===== src/rtl/adder_share_arbiter.sv =====
// Round-robin arbiter sharing one 32-bit parallel-prefix adder among NUM_REQ requesters,
// with a chain lock that forwards the carry between multi-word beats of one owner.

module ppa_32bit (
  input  logic [31:0] a,
  input  logic [31:0] b,
  input  logic        cin,
  output logic [31:0] sum,
  output logic        cout
);

  logic [31:0] gen_s;
  logic [31:0] prop_s;
  logic [31:0] gen_n_s;
  logic [31:0] prop_n_s;
  logic [32:0] carry_s;

  // Kogge-Stone prefix tree; after five levels gen/prop span bit i down to bit 0.
  always_comb begin
    gen_s    = a & b;
    prop_s   = a ^ b;
    gen_n_s  = gen_s;
    prop_n_s = prop_s;
    for (int lvl = 0; lvl < 32'sd5; lvl++) begin
      gen_n_s  = gen_s;
      prop_n_s = prop_s;
      for (int i = (32'sd1 <<< lvl); i < 32'sd32; i++) begin
        gen_n_s[i]  = gen_s[i] | (prop_s[i] & gen_s[i - (32'sd1 <<< lvl)]);
        prop_n_s[i] = prop_s[i] & prop_s[i - (32'sd1 <<< lvl)];
      end
      gen_s  = gen_n_s;
      prop_s = prop_n_s;
    end
    carry_s = {gen_s | (prop_s & {32{cin}}), cin};
    sum     = (a ^ b) ^ carry_s[31:0];
    cout    = carry_s[32];
  end

endmodule

module adder_share_arbiter #(
  parameter int NUM_REQ = 3,
  parameter int IDW     = $clog2(NUM_REQ)
) (
  input  logic                  clk,
  input  logic                  reset,
  input  logic [NUM_REQ-1:0]    req_valid,
  output logic [NUM_REQ-1:0]    req_ready,
  input  logic [32*NUM_REQ-1:0] req_a,
  input  logic [32*NUM_REQ-1:0] req_b,
  input  logic [NUM_REQ-1:0]    req_cin,
  input  logic [NUM_REQ-1:0]    req_chain,
  output logic                  rsp_valid,
  input  logic                  rsp_ready,
  output logic [IDW-1:0]        rsp_id,
  output logic [31:0]           rsp_sum,
  output logic                  rsp_cout
);

  logic           locked_r;
  logic           locked_n_s;
  logic [IDW-1:0] owner_r;
  logic [IDW-1:0] owner_n_s;
  logic [IDW-1:0] last_grant_r;
  logic [IDW-1:0] last_grant_n_s;
  logic           carry_r;
  logic           carry_n_s;

  logic           grant_valid_s;
  logic [IDW-1:0] grant_idx_s;
  int             cand_s;
  logic           accept_s;
  logic [31:0]    add_a_s;
  logic [31:0]    add_b_s;
  logic           add_cin_s;
  logic [31:0]    add_sum_s;
  logic           add_cout_s;

  // Grant selection: the lock owner only, else the nearest requester after last_grant.
  always_comb begin
    grant_valid_s = 1'b0;
    grant_idx_s   = last_grant_r;
    cand_s        = 0;
    if (locked_r) begin
      grant_idx_s   = owner_r;
      grant_valid_s = req_valid[owner_r];
    end else begin
      // Walk from farthest to nearest so the nearest valid requester is written last.
      for (int k = NUM_REQ; k >= 1; k--) begin
        cand_s = (int'(last_grant_r) + k >= NUM_REQ) ? int'(last_grant_r) + k - NUM_REQ
                                                    : int'(last_grant_r) + k;
        if (req_valid[cand_s]) begin
          grant_valid_s = 1'b1;
          grant_idx_s   = IDW'(cand_s);
        end else begin
          grant_valid_s = grant_valid_s;
        end
      end
    end
  end

  assign accept_s  = grant_valid_s & (~rsp_valid | rsp_ready) & ~reset;
  assign add_a_s   = req_a[{grant_idx_s, 5'd0} +: 32];
  assign add_b_s   = req_b[{grant_idx_s, 5'd0} +: 32];
  assign add_cin_s = locked_r ? carry_r : req_cin[grant_idx_s];

  ppa_32bit u_ppa (
    .a    (add_a_s),
    .b    (add_b_s),
    .cin  (add_cin_s),
    .sum  (add_sum_s),
    .cout (add_cout_s)
  );

  // Lock state, owner, round-robin pointer and chained carry.
  always_ff @(posedge clk) begin
    if (reset) begin
      locked_r     <= 1'b0;
      owner_r      <= '0;
      last_grant_r <= IDW'(NUM_REQ - 1);
      carry_r      <= 1'b0;
    end else begin
      locked_r     <= locked_n_s;
      owner_r      <= owner_n_s;
      last_grant_r <= last_grant_n_s;
      carry_r      <= carry_n_s;
    end
  end

  // Next state: a chained beat locks to its requester; a final beat ends the turn.
  always_comb begin
    locked_n_s     = locked_r;
    owner_n_s      = owner_r;
    last_grant_n_s = last_grant_r;
    carry_n_s      = carry_r;
    if (accept_s) begin
      if (req_chain[grant_idx_s]) begin
        locked_n_s = 1'b1;
        owner_n_s  = grant_idx_s;
        carry_n_s  = add_cout_s;
      end else begin
        locked_n_s     = 1'b0;
        last_grant_n_s = grant_idx_s;
      end
    end else begin
      locked_n_s = locked_r;
    end
  end

  // Ready is one-hot on the granted requester whenever the response slot can take a beat.
  always_comb begin
    req_ready = '0;
    if (accept_s) begin
      req_ready[grant_idx_s] = 1'b1;
    end else begin
      req_ready = '0;
    end
  end

  // Response register: loads on accept, holds under backpressure, clears on drain.
  always_ff @(posedge clk) begin
    if (reset) begin
      rsp_valid <= 1'b0;
      rsp_sum   <= 32'd0;
      rsp_cout  <= 1'b0;
      rsp_id    <= '0;
    end else if (accept_s) begin
      rsp_valid <= 1'b1;
      rsp_sum   <= add_sum_s;
      rsp_cout  <= add_cout_s;
      rsp_id    <= grant_idx_s;
    end else if (rsp_ready) begin
      rsp_valid <= 1'b0;
    end else begin
      rsp_valid <= rsp_valid;
    end
  end

endmodule


===== config.mk =====
export PLATFORM = sky130hd
export DESIGN_NAME = adder_share_arbiter
export DESIGN_NICKNAME = d
export VERILOG_FILES = /design/src/rtl/adder_share_arbiter.sv
export SDC_FILE = /design/constraint.sdc
export NUM_CORES = 1
export LEC_CHECK = 0
export BUFFER_PORTS_ARGS = -buffer_cell sky130_fd_sc_hd__buf_2
export CAP_MARGIN = 40
export CORE_MARGIN = 3
export CORE_UTILIZATION = 45
export CTS_CLUSTER_DIAMETER = 60
export DETAILED_ROUTE_END_ITERATION = 6
export PLACE_DENSITY = 0.89
export SLEW_MARGIN = 0
export SYNTH_ARGS = -nofsm -noshare
export SYNTH_HDL_FRONTEND = slang
export SYNTH_SLANG_ARGS = --single-unit

===== constraint.sdc =====
create_clock -name clk -period 6.5 [get_ports clk]
set_input_delay 0.975 -clock clk [delete_from_list [all_inputs] [get_ports clk]]
set_output_delay 0.975 -clock clk [all_outputs]
set_load 0.03 [all_outputs]

### After elaboration in Yosys (flattened, before gate mapping)

Cells that the tools add are included.

* output and inout port bits: 39
* register bits: 42
* memories kept: 0
* word-level logic and storage cells: 460
* RAM bits: 0
* bits in read-only memories: 0
* latch bits: 0

* reduce and logical (&&, ||, !) cells: 4
* order comparisons: 9
* bitwise operators: 398
* mux-type cells: 33
* divide/modulo/power cells: 0
* equality and inequality tests: 0
* shifts and indexed selects: 2
* multiply operators: 0
* $add $sub $neg: 6

Operators with widths (number)
* $and A1 B1 Y1: 260
* $shiftx A96 B8 Y32: 2
* $or A1 B1 Y1: 130
* $ge A32 B3 Y1 const B: 3
* $lt A32 B4 Y1 const B: 3
* $mux W32: 3
* $sub A32 B3 Y32 const B: 3
* $and A32 B32 Y32: 2
* $xor A32 B32 Y32: 2
* $or A32 B32 Y32: 1
* $mux W1: 18
* $bmux W1 S2: 6
* $mux W2: 4
* $add A2 B2 Y3 const B: 2
* $lt A2 B3 Y1 const B: 2
* $reduce_and A2 Y1: 2
* $add A2 B1 Y3 const B: 1
* $mux W3: 1
* $not A1 Y1: 3
* $demux W1 S2: 1
* $ge A2 B1 Y1 const B: 1
* $reduce_bool A2 Y1: 1
* $logic_and A1 B1 Y1: 1

### Depth between registers and ports, before layout

* depth after elaboration: 24
* mapped depth: 23

### Modules after synthesis

Synthesis repeated with hierarchy kept, for this count alone.

* cell total of the unflattened synthesis: 670
* area, all modules: 4817.1 sq um

Modules (own cells, without submodules)
* adder_share_arbiter: area an instance 3211.8 sq um, instances 1, cells an instance 455, seq. area each 840.8 sq um
* ppa_32bit: area an instance 1605.3 sq um, instances 1, cells an instance 215, seq. area each 0.0 sq um

### Worst setup path after synthesis

Ideal clock, no wire load.

* path kind: input -> register
* start point: in req_valid[2]
* end point: reg carry_r
* arrival: 4823 ps
* setup slack: 1591 ps
* required time: 6414 ps
* stages on the path: 19
* setup time: 86 ps
* path through: mux2_2 a21o_1 a22oi_1 clkbuf_1 buf_2 buf_1 mux2i_1 o21ai_0 ha_1 clkbuf_1 o21a_1 o21ai_0 a21boi_0 o211ai_1 a2111oi_0 or3_1 a21o_1 a31oi_1 a211oi_1

* cells in the longest elaborated chain, start to end: 20

RTL lines
* start: declaration: line 47 `input logic [NUM_REQ-1:0] req_valid,`
* $bmux W1 S2: line 92 `if (req_valid[cand_s]) begin`
* $mux W1 (not written as such) (2 in a row): line 92
* $mux W2 (3 in a row): line 92
* $mux W2: line 84 `if (locked_r) begin`
* $shiftx A96 B8 Y32 (on tied branches): line 103, 104
* $xor A32 B32 Y32 / $and A32 B32 Y32 (equally long branches): line 21, 20
* $and A1 B1 Y1: line 28 `gen_n_s[i] = gen_s[i] | (prop_s[i] & gen_s[i - (32'sd1 <<< lvl)]);`
* $or A1 B1 Y1: line 28
* $and A1 B1 Y1: line 28
* $or A1 B1 Y1: line 28
* $and A1 B1 Y1: line 28
* $or A1 B1 Y1: line 28
* $and A1 B1 Y1: line 28
* $or A1 B1 Y1: line 28
* $and A1 B1 Y1: line 28
* $or A1 B1 Y1: line 28
* $or A32 B32 Y32: line 34 `carry_s = {gen_s | (prop_s & {32{cin}}), cin};`
* end signal: assignment: line 126 `carry_r <= carry_n_s;`
* end: declaration: line 66 `logic carry_r;`

Parallel ways exist; a longest one is shown, timed or not. The select of a mux whose other input is x is not followed.
A chain may end at the register's enable or synchronous reset.

### Worst setup path in the final report

* start point: reg last_grant_r[0]
* end point: reg carry_r

* cells in the longest elaborated chain, start to end: 23

RTL lines
* start: declaration: line 64 `logic [IDW-1:0] last_grant_r;`
* start signal: assignment: line 120 `last_grant_r <= IDW'(NUM_REQ - 1);`
* start signal: assignment: line 125 `last_grant_r <= last_grant_n_s;`
* $add A2 B2 Y3: line 90, 91
* $sub A32 B3 Y32 / $ge A32 B3 Y1 (equally long branches): line 90 `cand_s = (int'(last_grant_r) + k >= NUM_REQ) ? int'(last_grant_r) + k - NUM_REQ`
* $mux W32: line 90
* $bmux W1 S2: line 92
* $mux W1 (not written as such) (2 in a row): line 92
* $mux W2 (3 in a row): line 92
* $mux W2: line 84
* $shiftx A96 B8 Y32 (on tied branches): line 103, 104
* [... 4 more ...]
* $or A1 B1 Y1: line 28
* $and A1 B1 Y1: line 28
* $or A1 B1 Y1: line 28
* $and A1 B1 Y1: line 28
* $or A1 B1 Y1: line 28
* $and A1 B1 Y1: line 28
* $or A1 B1 Y1: line 28
* $or A32 B32 Y32: line 34

Parallel ways exist; a longest one is shown, timed or not. The select of a mux whose other input is x is not followed.

==> impl_metrics.ini <==
[outcome]
status = completed

[logic_synthesis]
syn_area_um2 = 4920
synthTopCellsByCount = 101 x nand2_1, 86 x o21ai_0, 74 x mux2i_1
synth_edf_count = 0
synth_area_leaders = dfxtp_1 17%, mux2i_1 15%, ha_1 8.9%, o21ai_0 8.7%, nand2_1 7.7%
synthFlopType = dfxtp_1
avgSynthCellArea_um2 = 7.24
netlist_instances = 680
synthArstFlopShare = 0
yosys_warnings = 0
synth_nets = 920
ys_ff_latch = 42
synth_most_common_cell = nand2_1
synth_top_area_frac = 0.171
yosys.cell_types.count = 61
yosys.area.top_type = dfxtp_1
ys_seq_area_frac = 0.171

[placed_design]
port-buffer-count = 242
dp.cells = 1024
gp_congestion = 1.03
placed_area_um2 = 6220
dp_hpwl_um = 12900

[timing]
fmax_mhz = 176
finalSetupTns_ns = 0
worst_pin_slew_ns = 0.696
fin_skew_ns = 0.00741
hold_viol_final = 0
setup_violations = 0
drv_slew = 0
fin_crit_ns = 5.68
final.period_utilization = 0.874
maxSlewHeadroom = 0.535
grt_setup_unrepaired = no

[final_layout]
fin_cells = 1032
design_area_um2 = 6310
seqCellArea_um2 = 841
fin_util = 0.603
nets = 1135
layout-drive-gt1-share = 0.305
fillers = 991
diodes = 0
multi_input_area_um2 = 3870
syn2layout_area_growth_pct = 28.2

[global_routing]
antenna_found_initial = 0
grt_usage = 0.244
grt_first_pass_wirelength_um = 25500
grt_max_degree = 70
grt-ovfl-total = 0
grt_pass1_vias = 5361

[setup_path]
crit_path_end_kind = flip-flop
cp_max_fo = 33
path_class = reg -> reg
required_ns = 6.72
worst_path_max_delay_cell = nor2b_4
slowest_delay_ns = 0.59
critical_path_arrival_ns = 5.90
crit_chain = inv_1, ha_1, mux2i_1, o221ai_1, o21a_1, o21a_2, nor2b_4, buf_4, nand2_1, o21ai_0, ha_1, o21a_1, o21ai_0, a21boi_0, o211ai_1, a2111oi_0, or3_1, a21o_1, a31oi_1, a211oi_1
critPathLaunchType = flip-flop

[clock_network]
clock_path_buffers = 2
numCtsBuffers = 5
clkTransAtPathRegs_ns = 0.10
holdBufCountCts = 0
cts_root_buf = clkbuf_8
h-tree-depth = 2
cts_setup_buffers = 0
clock_sinks = 42
clkLatencyLatePin_ns = 0.31
cts_tree = done
cts-resized-gates = 0

[detailed_routing]
drt_iter0_markers = 460
via_count = 5794
wl_per_cell_um = 15.4
drt-pass1-iter-count = 5
detail_route.vias_per_cell = 5.61
antenna_left = 0
wirelength_um = 15900
drcViolationCount = 0

[floorplanning]
core_area_um2 = 10500
start_util = 0.471
io_pins = 243
die_area_um2 = 12200
die_w_um = 111
rows = 37
die_h_um = 111

[run]
drv_cap = 0

[hold_path]
min_path_type = reg -> reg
-- registers in the layout (all words and copies together), names as in the netlist --
signal and cells:
carry_r 1, last_grant_r 2, locked_r 1, owner_r 2
rsp_cout 1, rsp_id 2, rsp_sum 32, rsp_valid 1
-- cell type report --
cell class | count | share of cell area
inverter | 18 | 0.0107
multi-input combinational | 580 | 0.613
clock inverter | 3 | 0.00416
clock buffer | 5 | 0.0109
timing repair buffer | 248 | 0.201
tap | 136 | 0.0270
sequential | 42 | 0.133
-- cells by family (layout without fill, tap and decap cells) --
kind of cell / after synthesis / in the layout / synth area share
AOI/OAI and AO/OA: 238 / 238 / 0.305
and+or+nand+nor: 214 / 214 / 0.201
xor gates and xnor gates: 16 / 16 / 0.0285
adders and majority gates: 36 / 36 / 0.0930
buffers and inverters: 58 / 274 / 0.0462
muxes: 76 / 76 / 0.156
DFF: 42 / 42 / 0.171
-- stage by stage --
step / hold WS, ns / setup slack, ns
final: 0.458 / 0.819
after global routing: 0.477 / 0.266
after CTS: 0.455 / 0.886
after detailed placement: 0.443 / 0.908
after global placement: 0.437 / 1.01
after floorplan: 0.486 / 1.59
-- cells in the final DEF, fill, tap and decap left out, types with 14 or more instances in the layout --
cell type / instances
ha_1: 35
mux2i_1: 74
dfxtp_1: 42
inv_1: 18
nor3_1: 14
buf_2: 242
nand3_1: 24
nor2_1: 28
a21o_1: 26
xnor2_1: 15
a21oi_1: 45
nand2_1: 101
o21ai_0: 86
-- final timing paths --
path | from | end | slack, ns | cells after the start
max | last_grant_r[0]$_SDFFE_PP0P_ | carry_r$_SDFFE_PP0P_ | 0.82 | 20
min | rsp_sum[3]$_SDFFE_PP0P_ | rsp_sum[3]$_SDFFE_PP0P_ | 0.46 | 2
max reg2reg | last_grant_r[0]$_SDFFE_PP0P_ | carry_r$_SDFFE_PP0P_ | 0.82 | 20
min reg2reg | rsp_sum[3]$_SDFFE_PP0P_ | rsp_sum[3]$_SDFFE_PP0P_ | 0.46 | 2
-- worst max-delay path, delay by kind of cell, from the launching register on --
kind / cells / cell delay [ns]
flip-flops: 1 / 0.47
multiplexers: 1 / 0.15
buffers and inverters: 2 / 0.56
adder cells (fa/ha/maj): 2 / 0.87
AND/OR/NAND/NOR: 3 / 0.91
AO/OA/AOI/OAI: 12 / 2.60
-- per-layer routing --
layer / GRT usage / part of all wire / vias to the layer above
li1: - / - / 2935
met1: 0.317 / 0.44 / 2593
met2: 0.424 / 0.47 / 250
met3: 0.0378 / 0.071 / 16
met4: 0.0583 / 0.015 / 0
met5: 0 / 0 / -
Power is not shown: default switching activity piles up to over one toggle a cycle in this logic, so the estimate is an artifact.
